$ cat config.mk
export PLATFORM = sky130hd
export DESIGN_NAME = systolic_load_sequencer
export DESIGN_NICKNAME = d
export VERILOG_FILES = /design/src/rtl/systolic_pkg.sv /design/src/rtl/systolic_load_sequencer_wrap_counter.sv /design/src/rtl/systolic_load_sequencer.sv
export SDC_FILE = /design/constraint.sdc
export NUM_CORES = 1
export LEC_CHECK = 0
export BUFFER_PORTS_ARGS = -buffer_cell sky130_fd_sc_hd__clkbuf_2
export CAP_MARGIN = 25
export CORE_MARGIN = 2
export CORE_UTILIZATION = 45
export DETAILED_ROUTE_END_ITERATION = 10
export MAX_ROUTING_LAYER = met4
export PLACE_DENSITY_LB_ADDON = 0.1
export SKIP_CTS_REPAIR_TIMING = 1
export SKIP_LAST_GASP = 1
export SLEW_MARGIN = 20
export SYNTH_ARGS = -nofsm -noshare
export SYNTH_HDL_FRONTEND = slang
export SYNTH_SLANG_ARGS = --single-unit
$ cat constraint.sdc
create_clock -name clk -period 3.1 [get_ports clk]
set_input_delay 0.31 -clock clk [delete_from_list [all_inputs] [get_ports clk]]
set_output_delay 0.31 -clock clk [all_outputs]
set_load 0.01 [all_outputs]
$ cat src/rtl/systolic_pkg.sv
// Shared types and helpers for the systolic array load sequencer.
package systolic_pkg;

  localparam int ROWS = 3;

  typedef enum logic [2:0] {
    IDLE,
    LOAD_W1,
    LOAD_W2,
    LOAD_I1,
    LOAD_I2,
    COMPUTE,
    EMIT
  } seq_state_t;

  // Counter width that never collapses to zero bits for single-entry ranges.
  function automatic int cnt_w(input int n);
    return (n > 1) ? $clog2(n) : 1;
  endfunction

endpackage

$ cat src/rtl/systolic_load_sequencer_wrap_counter.sv
// Modulo-MAX counter used for the output x/y/channel coordinates.
module wrap_counter #(
  parameter int MAX = 4,
  parameter int W   = 2
) (
  input  logic         clk,
  input  logic         rst_n,
  input  logic         inc,
  input  logic         clear,
  output logic [W-1:0] value,
  output logic         last
);

  assign last = (value == W'(MAX - 1));

  always_ff @(posedge clk or negedge rst_n) begin
    if (!rst_n)      value <= '0;
    else if (clear)  value <= '0;
    else if (inc)    value <= last ? '0 : value + 1'b1;
  end

endmodule

$ cat src/rtl/systolic_load_sequencer.sv
// Feeds weight and input rows into the two 3x3 systolic arrays and signals
// when out_1+out_2 holds a finished output pixel.
module systolic_load_sequencer
  import systolic_pkg::*;
#(
  parameter int FEATURE_MAP_WIDTH  = 16,
  parameter int FEATURE_MAP_HEIGHT = 16,
  parameter int OUTPUT_NB_CHANNELS = 4,
  parameter int COMPUTE_LATENCY    = 2
) (
  input  logic                                    clk,
  input  logic                                    arst_n_in,
  input  logic                                    start,
  output logic                                    running,
  input  logic                                    a_valid,
  input  logic                                    b_valid,
  input  logic                                    c_valid,
  output logic                                    a_ready,
  output logic                                    b_ready,
  output logic                                    c_ready,
  output logic [ROWS-1:0]                         w_row_we_1,
  output logic [ROWS-1:0]                         i_row_we_1,
  output logic [ROWS-1:0]                         w_row_we_2,
  output logic [ROWS-1:0]                         i_row_we_2,
  output logic                                    final_out_en,
  output logic [cnt_w(FEATURE_MAP_WIDTH)-1:0]     output_x,
  output logic [cnt_w(FEATURE_MAP_HEIGHT)-1:0]    output_y,
  output logic [cnt_w(OUTPUT_NB_CHANNELS)-1:0]    output_ch
);

  localparam int OW = FEATURE_MAP_WIDTH - 2;
  localparam int OH = FEATURE_MAP_HEIGHT - 2;
  localparam int XW = cnt_w(FEATURE_MAP_WIDTH);
  localparam int YW = cnt_w(FEATURE_MAP_HEIGHT);
  localparam int CW = cnt_w(OUTPUT_NB_CHANNELS);
  localparam int LW = cnt_w(COMPUTE_LATENCY);

  seq_state_t      state;
  logic [1:0]      row;
  logic [LW-1:0]   lat_cnt;
  logic            in_load, fire, row_last, lat_done, emit;
  logic [ROWS-1:0] row_oh;
  logic            x_last, y_last, ch_last, coord_clr;

  assign in_load  = (state == LOAD_W1) || (state == LOAD_W2) ||
                    (state == LOAD_I1) || (state == LOAD_I2);
  assign fire     = in_load & a_valid & b_valid & c_valid;
  assign row_last = (row == 2'(ROWS - 1));
  assign lat_done = (lat_cnt == LW'(COMPUTE_LATENCY - 1));
  assign emit     = (state == EMIT);
  assign row_oh   = ROWS'(1) << row;

  // Each stream is ready only when the other two can join it, so a row moves as a unit.
  assign a_ready = in_load & b_valid & c_valid;
  assign b_ready = in_load & a_valid & c_valid;
  assign c_ready = in_load & a_valid & b_valid;

  assign w_row_we_1 = (fire && state == LOAD_W1) ? row_oh : '0;
  assign w_row_we_2 = (fire && state == LOAD_W2) ? row_oh : '0;
  assign i_row_we_1 = (fire && state == LOAD_I1) ? row_oh : '0;
  assign i_row_we_2 = (fire && state == LOAD_I2) ? row_oh : '0;

  assign final_out_en = emit;
  assign running      = (state != IDLE);
  assign coord_clr    = (state == IDLE) & start;

  wrap_counter #(.MAX(OW), .W(XW)) u_x (
    .clk(clk), .rst_n(arst_n_in), .inc(emit), .clear(coord_clr),
    .value(output_x), .last(x_last)
  );

  wrap_counter #(.MAX(OH), .W(YW)) u_y (
    .clk(clk), .rst_n(arst_n_in), .inc(emit & x_last), .clear(coord_clr),
    .value(output_y), .last(y_last)
  );

  wrap_counter #(.MAX(OUTPUT_NB_CHANNELS), .W(CW)) u_ch (
    .clk(clk), .rst_n(arst_n_in), .inc(emit & x_last & y_last), .clear(coord_clr),
    .value(output_ch), .last(ch_last)
  );

  always_ff @(posedge clk or negedge arst_n_in) begin
    if (!arst_n_in) begin
      state   <= IDLE;
      row     <= '0;
      lat_cnt <= '0;
    end else begin
      case (state)
        IDLE: begin
          row <= '0;
          if (start) state <= LOAD_W1;
        end
        LOAD_W1, LOAD_W2, LOAD_I1, LOAD_I2: begin
          if (fire) begin
            row <= row_last ? 2'd0 : row + 2'd1;
            if (row_last) begin
              case (state)
                LOAD_W1: state <= LOAD_W2;
                LOAD_W2: state <= LOAD_I1;
                LOAD_I1: state <= LOAD_I2;
                default: begin
                  state   <= COMPUTE;
                  lat_cnt <= '0;
                end
              endcase
            end
          end
        end
        COMPUTE: begin
          lat_cnt <= lat_cnt + 1'b1;
          if (lat_done) state <= EMIT;
        end
        EMIT: begin
          // Weights stay resident across a channel; only a channel change reloads them.
          if (!x_last || !y_last) state <= LOAD_I1;
          else if (!ch_last)      state <= LOAD_W1;
          else                    state <= IDLE;
        end
        default: state <= IDLE;
      endcase
    end
  end

endmodule

==> flow_metrics.env <==
export IMPL_cts_buffer_depth=2
export IMPL_antenna_found_initial=0
export IMPL_hp_class="input port to flop"
export IMPL_syn_inst=126
export IMPL_avgViaCountPerCell=5.57
export IMPL_layout_cells_non_filler=182
export IMPL_fin_skew_ns=0.00499
export IMPL_cts_tree="done"
export IMPL_num_nets_final=163
export IMPL_ant_nets=0
export IMPL_whs_ns=0.439
export IMPL_ys_seq_area_frac=0.380
export IMPL_fp_dieH_um=52.4
export IMPL_yosysWarnings=0
export IMPL_worstPathRequired_ns=2.79
export IMPL_finalCritPeriodShare=0.715
export IMPL_synthArstFlopShare=1.00
export IMPL_place_gp_congestion=0.789
export IMPL_final_max_slew_viol_count=0
export IMPL_pwr_share_comb=0.368
export IMPL_cp_start_kind="flop"
export IMPL_cts_made_buffers=3
export IMPL_ys_types=39
export IMPL_p_leak_nw=0.581
export IMPL_critPathArrivalTime_ns=1.91
export IMPL_insertion_delay_ns=0.28
export IMPL_end_kind="primary output"
export IMPL_synth_seq_cells=16
export IMPL_synth_nets=133
export IMPL_routedWlPerCell_um=12.5
export IMPL_swShare=0.440
export IMPL_max_vdd_ir_drop_mv=0.316
export IMPL_clkSlewWorstSetupHoldPaths_ns=0.09
export IMPL_worstPathMaxFanout=13
export IMPL_start_util=0.477
export IMPL_drt_iter0_markers=23
export IMPL_fin_setup_tns_ns=0
export IMPL_final_hold_violation_count=0
export IMPL_p_switching_w=0.000359
export IMPL_grt_max_degree=18
export IMPL_max_freq_ghz=0.451
export IMPL_power_density_nw_per_um2=661
export IMPL_setup_viol=0
export IMPL_crit_type="flop to primary output"
export IMPL_p_int_w=0.000457
export IMPL_antennaDiodeCount=0
export IMPL_seqPwrFrac=0.501
export IMPL_wirelength_um=2270
export IMPL_drt_pre_antenna_iters=4
export IMPL_h_tree_depth=1
export IMPL_grt_pass1_wl_um=3880
export IMPL_maxCapViolCount=0
export IMPL_coreArea_um2=2210
export IMPL_status="complete, no violations"
export IMPL_netlist_area_um2=1050
export IMPL_dieArea_um2=2750
export IMPL_clkPwrFrac=0.130
export IMPL_clock_sinks=16
export IMPL_pin_count=33
export IMPL_fp_dieW_um=52.4
export IMPL_num_rows=17
export IMPL_overflow=0
export IMPL_place_inst=178
export IMPL_worstMarginPinSlew_ns=0.468
export IMPL_slew_headroom=0.688
export IMPL_grt_setup_unrepaired="no"
export IMPL_syn_avg_cell_area_um2=8.37
export IMPL_root_buffer="clkbuf_4"
export IMPL_drc=0
export IMPL_fin_crit_ns=2.22
export IMPL_area_growth_pct=17.2
export IMPL_ys_flop_type="dfrtp_1"
export IMPL_grt_pass1_vias=899
export IMPL_portBuffers=32
export IMPL_layout_drive_gt1_share=0.266
export IMPL_dp_final_hpwl_um=1720
export IMPL_synth_edf_count=0
export IMPL_grt_use_total=0.193
export IMPL_vias=1013
## path summary, 6_finish.rpt
| kind | start | endpoint | slack [ns] | cells after the start |
|---|---|---|---|---|
| setup / recovery | state[0] | w_row_we_2[0] | 0.88 | 5 |
| max in group asynchronous | arst_n_in | row[1] | 2.32 | 2 |
| hold reg to reg | u_ch.value[1] | u_ch.value[1] | 0.58 | 2 |
| min in group asynchronous | arst_n_in | u_x.value[2] | 0.48 | 2 |
| setup reg to reg | state[2] | u_y.value[1] | 1.46 | 4 |
| hold / removal | start | u_x.value[2] | 0.44 | 4 |
## Yosys cell counts (2+ instances only)
master    count  area share
a22o_1        2       0.017
mux2i_1       2       0.019
nand2_1      12       0.043
a21oi_1       5       0.024
nand4b_1      3       0.025
buf_4         3       0.021
inv_1         4       0.014
nand3_1       4       0.019
nand2b_1      3       0.018
nor2_1       25       0.089
buf_2         3       0.014
o21ai_0       8       0.038
dfrtp_1      16        0.38
nand4_1       3       0.018
and4b_1       2       0.019
xor2_1        2       0.017
nor3_1        7       0.033
## through the flow
| stage | cell area, µm² | utilization | power, W | worst slack (ns) |
|---|---|---|---|---|
| 2_1_floorplan | 1050 | - | 0.000617 | 1.49 |
| 3_3_place_gp | 1200 | 0.544 | 0.000704 | 1.24 |
| 3_5_place_dp | 1200 | 0.544 | 0.000717 | 1.18 |
| 4_1_cts | 1230 | 0.554 | 0.000826 | 0.870 |
| 5_1_grt | 1240 | 0.559 | 0.000898 | 0.617 |
| 6_report | 1240 | 0.559 | 0.000817 | 0.884 |
## logic make-up after synthesis
kind of cell,count (synthesis),synth area share
and+or+nand+nor,66,0.342
adders and majority gates,1,0.0119
AOI/OAI and AO/OA,26,0.165
muxes,2,0.0190
xor gates and xnor gates,3,0.0249
buffers and inverters,12,0.0581
DFF,16,0.380
## routing by layer
metal,track usage,wire length [µm],share of wire,vias to the layer above
met5,-,0,0,-
met4,0.0769,27,0.012,0
met3,0.0171,111,0.049,2
met2,0.335,1130,0.50,31
met1,0.228,1000,0.44,469
li1,-,-,-,511
## area by class of cell
cell class,instances,area [µm²]
repair buffers,33,170
inverters,4,15.0
flip-flops and latches,16,400
multi-input cells,98,593
clock buffers,3,22.5
well taps,28,35.0
fillers,216,976
## worst max-delay path, cell delays in order (launching register included)
cell and delay [ns]:
dfrtp_1 0.55, o21ai_0 0.26, nor3b_2 0.32, nand3_1 0.17, nor3_1 0.18, clkbuf_2 0.16
## sequential cells by signal (all words and copies together), names as in the netlist
signal,count
u_x.value,4
state,3
u_y.value,4
row,2
u_ch.value,2
lat_cnt,1
## power groups by stage
stage / clock [W] / combinational [W] / sequential, W
2_1_floorplan: 0 / 0.000245 / 0.000372
3_3_place_gp: 0 / 0.000298 / 0.000406
3_5_place_dp: 0 / 0.000305 / 0.000413
4_1_cts: 0.000112 / 0.000306 / 0.000409
5_1_grt: 0.000120 / 0.000349 / 0.000429
6_report: 0.000106 / 0.000301 / 0.000409
## layout by cell type, fill, tap and decap left out, drive strengths merged
cell         netlist  layout
clkbuf             2      35
nor2              25      25
dfrtp             16      16
nand2             12      12
o21ai              8       8
nor3               8       8
a21oi              6       6
nand3              5       5
inv                4       4
nand2b             3       3
nand4              3       3
nand4b             3       3
xor2               2       2
and4b              2       2
mux2i              2       2
a22o               2       2
and3b              1       1
nor3b              1       1
or3                1       1
o21a               1       1
o32ai              1       1
o22ai              1       1
a32o               1       1
a211oi             1       1
a31o               1       1
and2               1       1
xnor2              1       1
a211o              1       1
nor4               1       1
o211ai             1       1
o41ai              1       1
o311ai             1       1
ha                 1       1
dlygate4sd3        0       1
No activity file was read; power rests on OpenSTA's default activity.
